===== config.mk =====
export PLATFORM = sky130hd
export DESIGN_NAME = led_cube_uart_rx
export DESIGN_NICKNAME = d
export VERILOG_FILES = /design/src/rtl/led_cube_uart_rx.sv
export SDC_FILE = /design/constraint.sdc
export NUM_CORES = 1
export LEC_CHECK = 0
export BUFFER_PORTS_ARGS = -buffer_cell sky130_fd_sc_hd__buf_2
export CAP_MARGIN = 20
export CORE_MARGIN = 4
export CORE_UTILIZATION = 30
export CTS_BUF_LIST = sky130_fd_sc_hd__clkbuf_16
export DETAILED_ROUTE_END_ITERATION = 6
export PLACE_DENSITY = 0.58
export SETUP_SLACK_MARGIN = 0.15
export SLEW_MARGIN = 15
export SYNTH_ARGS = -nofsm -noshare
export SYNTH_HDL_FRONTEND = slang
export SYNTH_SLANG_ARGS = --single-unit
export TNS_END_PERCENT = 5

===== constraint.sdc =====
create_clock -name clk -period 1.7 [get_ports clk]
set_input_delay 0.34 -clock clk [delete_from_list [all_inputs] [get_ports clk]]
set_output_delay 0.34 -clock clk [all_outputs]
set_load 0.1 [all_outputs]

===== src/rtl/led_cube_uart_rx.sv =====
// UART 8N1 receiver for the LED cube controller.
// The rx pin is synchronised, then each bit is sampled near its midpoint.
// Every good byte is presented with a one-cycle read strobe.
// A low stop bit raises frame_err, and the receiver then waits out a held-low (break) line.
module led_cube_uart_rx #(
  parameter int CLKS_PER_BIT = 434,
  parameter int SYNC_STAGES  = 2
) (
  input  logic       clk,
  input  logic       rst_n,
  input  logic       rx,
  output logic [7:0] uart_byte,
  output logic       read,
  output logic       frame_err,
  output logic       busy
);

  localparam int CW = $clog2(CLKS_PER_BIT);
  localparam logic [CW-1:0] HALF_M1 = CW'(CLKS_PER_BIT / 2 - 1);
  localparam logic [CW-1:0] FULL_M1 = CW'(CLKS_PER_BIT - 1);

  localparam logic [2:0] S_IDLE  = 3'd0;
  localparam logic [2:0] S_START = 3'd1;
  localparam logic [2:0] S_DATA  = 3'd2;
  localparam logic [2:0] S_STOP  = 3'd3;
  localparam logic [2:0] S_BREAK = 3'd4;

  logic [SYNC_STAGES-1:0] sync_q, sync_d;
  logic [2:0]             state_q, state_d;
  logic [CW-1:0]          cnt_q, cnt_d;
  logic [2:0]             bit_idx_q, bit_idx_d;
  logic [7:0]             shift_q, shift_d;
  logic [7:0]             byte_q, byte_d;
  logic                   read_q, read_d;
  logic                   fe_q, fe_d;
  logic                   rxs;

  // Shift the raw pin through the synchroniser chain; idle-high reset avoids a false start
  always_comb begin
    sync_d = {sync_q[SYNC_STAGES-2:0], rx};
  end

  assign rxs = sync_q[SYNC_STAGES-1];

  // Frame state machine: midpoint sampling, with a bit counter that restarts at every sample point
  always_comb begin
    state_d   = state_q;
    cnt_d     = cnt_q;
    bit_idx_d = bit_idx_q;
    shift_d   = shift_q;
    byte_d    = byte_q;
    read_d    = 1'b0;
    fe_d      = 1'b0;
    case (state_q)
      S_IDLE: begin
        if (!rxs) begin
          state_d = S_START;
          cnt_d   = '0;
        end
      end
      S_START: begin
        if (cnt_q == HALF_M1) begin
          cnt_d     = '0;
          bit_idx_d = '0;
          // A line that is already high again was a glitch, not a start bit
          state_d   = rxs ? S_IDLE : S_DATA;
        end else begin
          cnt_d = cnt_q + CW'(1);
        end
      end
      S_DATA: begin
        if (cnt_q == FULL_M1) begin
          shift_d[bit_idx_q] = rxs;
          cnt_d              = '0;
          bit_idx_d          = bit_idx_q + 3'd1;
          if (bit_idx_q == 3'd7) state_d = S_STOP;
        end else begin
          cnt_d = cnt_q + CW'(1);
        end
      end
      S_STOP: begin
        if (cnt_q == FULL_M1) begin
          cnt_d = '0;
          if (rxs) begin
            byte_d  = shift_q;
            read_d  = 1'b1;
            state_d = S_IDLE;
          end else begin
            fe_d    = 1'b1;
            state_d = S_BREAK;
          end
        end else begin
          cnt_d = cnt_q + CW'(1);
        end
      end
      S_BREAK: begin
        if (rxs) state_d = S_IDLE;
      end
      default: state_d = S_IDLE;
    endcase
  end

  // State registers; an asynchronous reset drops everything back to idle
  always_ff @(posedge clk or negedge rst_n) begin
    if (!rst_n) begin
      sync_q    <= '1;
      state_q   <= S_IDLE;
      cnt_q     <= '0;
      bit_idx_q <= '0;
      shift_q   <= '0;
      byte_q    <= '0;
      read_q    <= 1'b0;
      fe_q      <= 1'b0;
    end else begin
      sync_q    <= sync_d;
      state_q   <= state_d;
      cnt_q     <= cnt_d;
      bit_idx_q <= bit_idx_d;
      shift_q   <= shift_d;
      byte_q    <= byte_d;
      read_q    <= read_d;
      fe_q      <= fe_d;
    end
  end

  assign uart_byte = byte_q;
  assign read      = read_q;
  assign frame_err = fe_q;
  assign busy      = (state_q != S_IDLE);

endmodule


; After elaboration in Yosys (flattened, before gate mapping)
; Cells that the tools add are included.
[op_classes]
n_eq_ne = 13
n_lt_le_gt_ge = 2
add_sub_neg = 2
n_mux = 25
n_reduce_logical = 11
[ops]
columns = op, count
row1 = 3-bit 2-to-1 mux, 9
row2 = 9-bit 2-to-1 mux, 3
row3 = 9-bit case mux with 3 select lines, 1
row4 = 3-bit case mux with 5 select lines, 1
row5 = 2-bit inequality test (second input constant), 6
row6 = 9-bit by 1-bit adder with 9-bit output (second input constant), 1
row7 = 9-bit by 8-bit == test with 1-bit output (second input constant), 1
row8 = 9-bit == test (second input constant), 1
row9 = 8-bit bitwise mux, 1
row10 = 1-bit 2-to-1 mux, 7
row11 = 3-bit by 2-bit == test with 1-bit output (second input constant), 2
row12 = 3-bit == test (second input constant), 2
row13 = 3-bit case mux with 2 select lines, 1
row14 = 3-bit AND reduction, 2
row15 = 6-bit AND reduction, 1
row16 = 3-bit nonzero test, 2
row17 = 3-bit by 4-bit < comparator with 1-bit output (second input constant), 1
row18 = 2-bit AND reduction, 2
row19 = 3-bit by 1-bit adder with 3-bit output (second input constant), 1
row20 = 1-bit demux with 3-bit select, 1
row21 = 3-bit by 1-bit == test with 1-bit output (second input constant), 1
row22 = 3-bit by 1-bit greater-or-equal comparator with 1-bit output (second input constant), 1
row23 = 3-bit zero test, 1
row24 = 2-bit 2-to-1 mux, 1
row25 = 3 further kinds, 3
[word_totals]
output_inout_bits = 11
register_bits = 35
word_cells = 61
inputBits = 3

; Longest topological paths before layout
[depth]
word_depth = 5
mapped_depth = 7
depth_no_buf = 6

; Worst setup path after synthesis
; OpenSTA, ideal clock, no wires.
[synth_timing]
kind = flip-flop to flip-flop
startpoint = register cnt_q[1]
endpoint = register shift_q[2]
path_stages_with_launch = 7
period_less_slack_ns = 1.785
path_slack_ns = -0.085
arrival_ns = 1.660
path_buffers = 0
required_ns = 1.575
path_cell_list = dfrtp_1 -> inv_1 -> ha_1 -> and4bb_2 -> nand4_1 -> nor4b_1 -> mux2_2
[synth_between]
elab_chain_len = 2
[synth_lines]
columns = element, line
row1 = "start, declared", 30  ; logic [CW-1:0] cnt_q, cnt_d;
row2 = "start signal, assigned", 117  ; cnt_q <= cnt_d;
row3 = 9-bit == test, 72  ; if (cnt_q == FULL_M1) begin
row4 = 2-bit AND reduction (no source line), n/a
row5 = "end signal, assigned", 119  ; shift_q <= shift_d;
row6 = "end, declared", 32  ; logic [7:0] shift_q, shift_d;
; Every way passes these cells.
; A chain may end at the register's enable or synchronous reset.

; Worst setup path after layout
; Same ends and word-level chain as after synthesis.

==> flow_metrics.tcl <==
set metrics [dict create \
    status "finished, violations left" \
    violations "setup timing" \
    fin_crit_ns 1.817 \
    cts_max_level 2 \
    synth_warnings 0 \
    seqPwrFrac_pct 44.1 \
    synth-main-ff-cell "dfrtp_1" \
    placementRows 26 \
    p_sw_mw 0.3665 \
    crit_chain "inv_2 > ha_1 > and4bb_2 > nand4_1 > nor4b_2 > mux2_2" \
    power.density_nw_per_um2 860.5 \
    synth.avg_cell_area_um2 11.10 \
    wl_per_cell_um 13.29 \
    setup-violations-final 8 \
    nFillCells 517 \
    io_pins 14 \
    clock-sinks 35 \
    area_growth_pct 31.94 \
    switching_share_pct 19.26 \
    ant_nets 0 \
    grt_util_met3_pct 2.928 \
    synth-seq-cells 35 \
    grt_overflow 0 \
    drtPass1Iterations 4 \
    rsz0062_at_grt "yes" \
    seq_area_frac_synth_pct 52.39 \
    critPathArrivalTime_ns 1.98 \
    gr-usage-met2_pct 16.91 \
    worstRegToRegCells 6 \
    num_vias 1243 \
    leakagePower_nw 1.075 \
    place_congestion 0.7959 \
    grt_max_degree 36 \
    power_frac_clock_pct 54.3 \
    critPathMaxStageDelay_ns 0.38 \
    post_cts_buffers 0 \
    synth_top_area_cell "dfrtp_1" \
    gr-usage-met1_pct 15.42 \
    worstSkewPairLatency_ns 0.28 \
    min_path_type "primary input to asynchronous set/reset pin" \
    nets 195 \
    slowest_stage "dfrtp_1" \
    endpoint_kind "flop" \
    grtUsageTotal_pct 11.48 \
    path_clk_slew_ns 0.05 \
    fp.dieH_um 82.76 \
    multi_input_area_um2 804.5 \
    setup_ws_ns -0.1171 \
    drc 0 \
    place_inst 250 \
    viasPerCell 4.818 \
    utilization_pct 41.98 \
    cap_violations 0 \
    synthArstFlopShare_pct 100.0 \
    worstPathMaxFanout 5 \
    p_int_mw 1.537 \
    final_layout_size_suffix_gt1_share_pct 37.77 \
    grt_pass1_vias 1263 \
    fmax_mhz 550.3 \
    synth_cells 151 \
    worstMarginPinSlew_ns 0.4863 \
    ys_types 37 \
    relSlewSlack_pct 67.80 \
    drt_wl_total_mm 3.430 \
    total_power_mw 1.903 \
    die_x_um 82.76 \
    initial_core_util_pct 31.81 \
    numCtsBuffers 5 \
    hold_violations 0 \
    start_kind "flop" \
    final-seq-area_um2 878.3 \
    synthesis.area_um2 1677 \
    final_common_cell "dfrtp_1" \
    dr.first_iter.drc_count 102 \
    cts-root-buf "clkbuf_16" \
    grt_pass1_wl_mm 5.899 \
    clk_path_buf_depth 2 \
    synth_edf_count 0 \
    required_ns 1.86 \
    most-common-layout-cells "33 x dfrtp_1, 20 x buf_4, 15 x nand2_1, 14 x mux2_2, 12 x buf_2" \
    skew_ns 0.004638 \
    dp_hpwl_mm 2.396 \
    combPwrFrac_pct 1.6 \
    critPathKind "flop to flop" \
    finalNonFillerCells 258 \
    synth.area.top_cells "dfrtp_1 49%, mux2_2 9.4%, ha_1 3.7%, nand2_1 3.4%, dfstp_2 3.1%" \
    port_buffers 13 \
    cts_tree "done" \
    finalCritPeriodShare_pct 106.9 \
    cts_hold_buf 0 \
    synth_nets 159 \
    finalMaxSlewViolations 0 \
    antenna_cells 0 \
    antenna_found_initial 0 \
    r2r_slack_ns -0.12 \
    gr-max-usage-layer "met2" \
    coreArea_um2 5270 \
    die_area_um2 6848 \
    synth_top_area_share_pct 49.25 \
    peakVddDrop_mv 0.4002 \
]
critical path, delay by kind of cell, from the launching register on:
kind                       cells  cell delay [ns]
and+or+nand+nor                3             0.78
DFF                            1             0.38
muxes                          1             0.36
adders and majority gates      1             0.12
buffers and inverters          1             0.06
cell usage after synthesis, types with 4 or more instances:
| cell type | count |
|---|---|
| dfrtp_1 | 33 |
| nand2_1 | 15 |
| mux2_2 | 14 |
| nor2_1 | 10 |
| a21oi_1 | 6 |
| nor3_1 | 6 |
| a22o_1 | 5 |
| ha_1 | 5 |
| nand3_1 | 4 |
| o21ai_0 | 4 |
layer usage:
metal / part of all wire (%) / vias to the layer above
met5: 0 / -
met4: 2.1 / 0
met3: 2.0 / 6
met2: 47 / 14
met1: 49 / 603
li1: - / 620
power by group through the flow:
| stage | clock network, mW | logic [mW] | registers (mW) |
|---|---|---|---|
| floorplan | 0 | 0.00326 | 0.854 |
| global placement | 0 | 0.0326 | 0.853 |
| detailed placement | 0 | 0.0330 | 0.853 |
| CTS | 1.06 | 0.0330 | 0.838 |
| global route | 1.10 | 0.0355 | 0.838 |
| finish | 1.03 | 0.0307 | 0.839 |
final cells by class:
type / instances / area share (%)
clock inverter: 3 / 1.980
timing repair buffer: 35 / 11.82
tap: 70 / 3.959
sequential: 35 / 39.71
inverter: 3 / 0.5091
clock buffer: 5 / 5.656
multi-input combinational: 107 / 36.37
state kept, by name (all words and copies together), names as in the netlist:
name / cells
cnt_q: 9
shift_q: 8
uart_byte: 8
bit_idx_q: 3
state_q: 3
sync_q: 2
frame_err: 1
read: 1
repair_timing:
item	4_1_cts	5_1_grt
gates resized for setup	6	4
setup endpoints to repair	30	31
pin swaps	4	1
logic make-up after synthesis:
logic type               Yosys count  share of synthesized area, %
AO/OA/AOI/OAI                     25                         10.22
XOR/XNOR                           1                        0.5225
adder cells (fa/ha/maj)            5                         3.731
buffers and inverters              9                         2.238
flip-flops                        35                         52.39
multiplexers                      17                         11.42
AND/OR/NAND/NOR                   59                         19.48
through the flow:
step           setup TNS [ns]  worst slack (ns)  hold slack (ns)  area (µm²)
2_1_floorplan        -0.07119          -0.02434          0.04441        1689
3_3_place_gp          -0.6010          -0.09134           0.3143        2006
3_5_place_dp          -0.8787           -0.1219           0.3152        2006
4_1_cts               -0.6650           -0.1280          0.02168        2193
5_1_grt                -1.981           -0.2190          0.01703        2212
6_report              -0.5292           -0.1171         0.008046        2212
worst paths after layout:
kind                                           start                      to
worst max-delay path            cnt_q[1]$_DFFE_PN0P_  shift_q[2]$_DFFE_PN0P_
worst min-delay path                           rst_n    cnt_q[2]$_DFFE_PN0P_
worst max register to register  cnt_q[1]$_DFFE_PN0P_  shift_q[2]$_DFFE_PN0P_
worst min register to register   sync_q[0]$_DFF_PN1_     sync_q[1]$_DFF_PN1_
max in group asynchronous                      rst_n     sync_q[0]$_DFF_PN1_
min in group clk                                  rx     sync_q[0]$_DFF_PN1_
(Power assumes the default switching activity.)
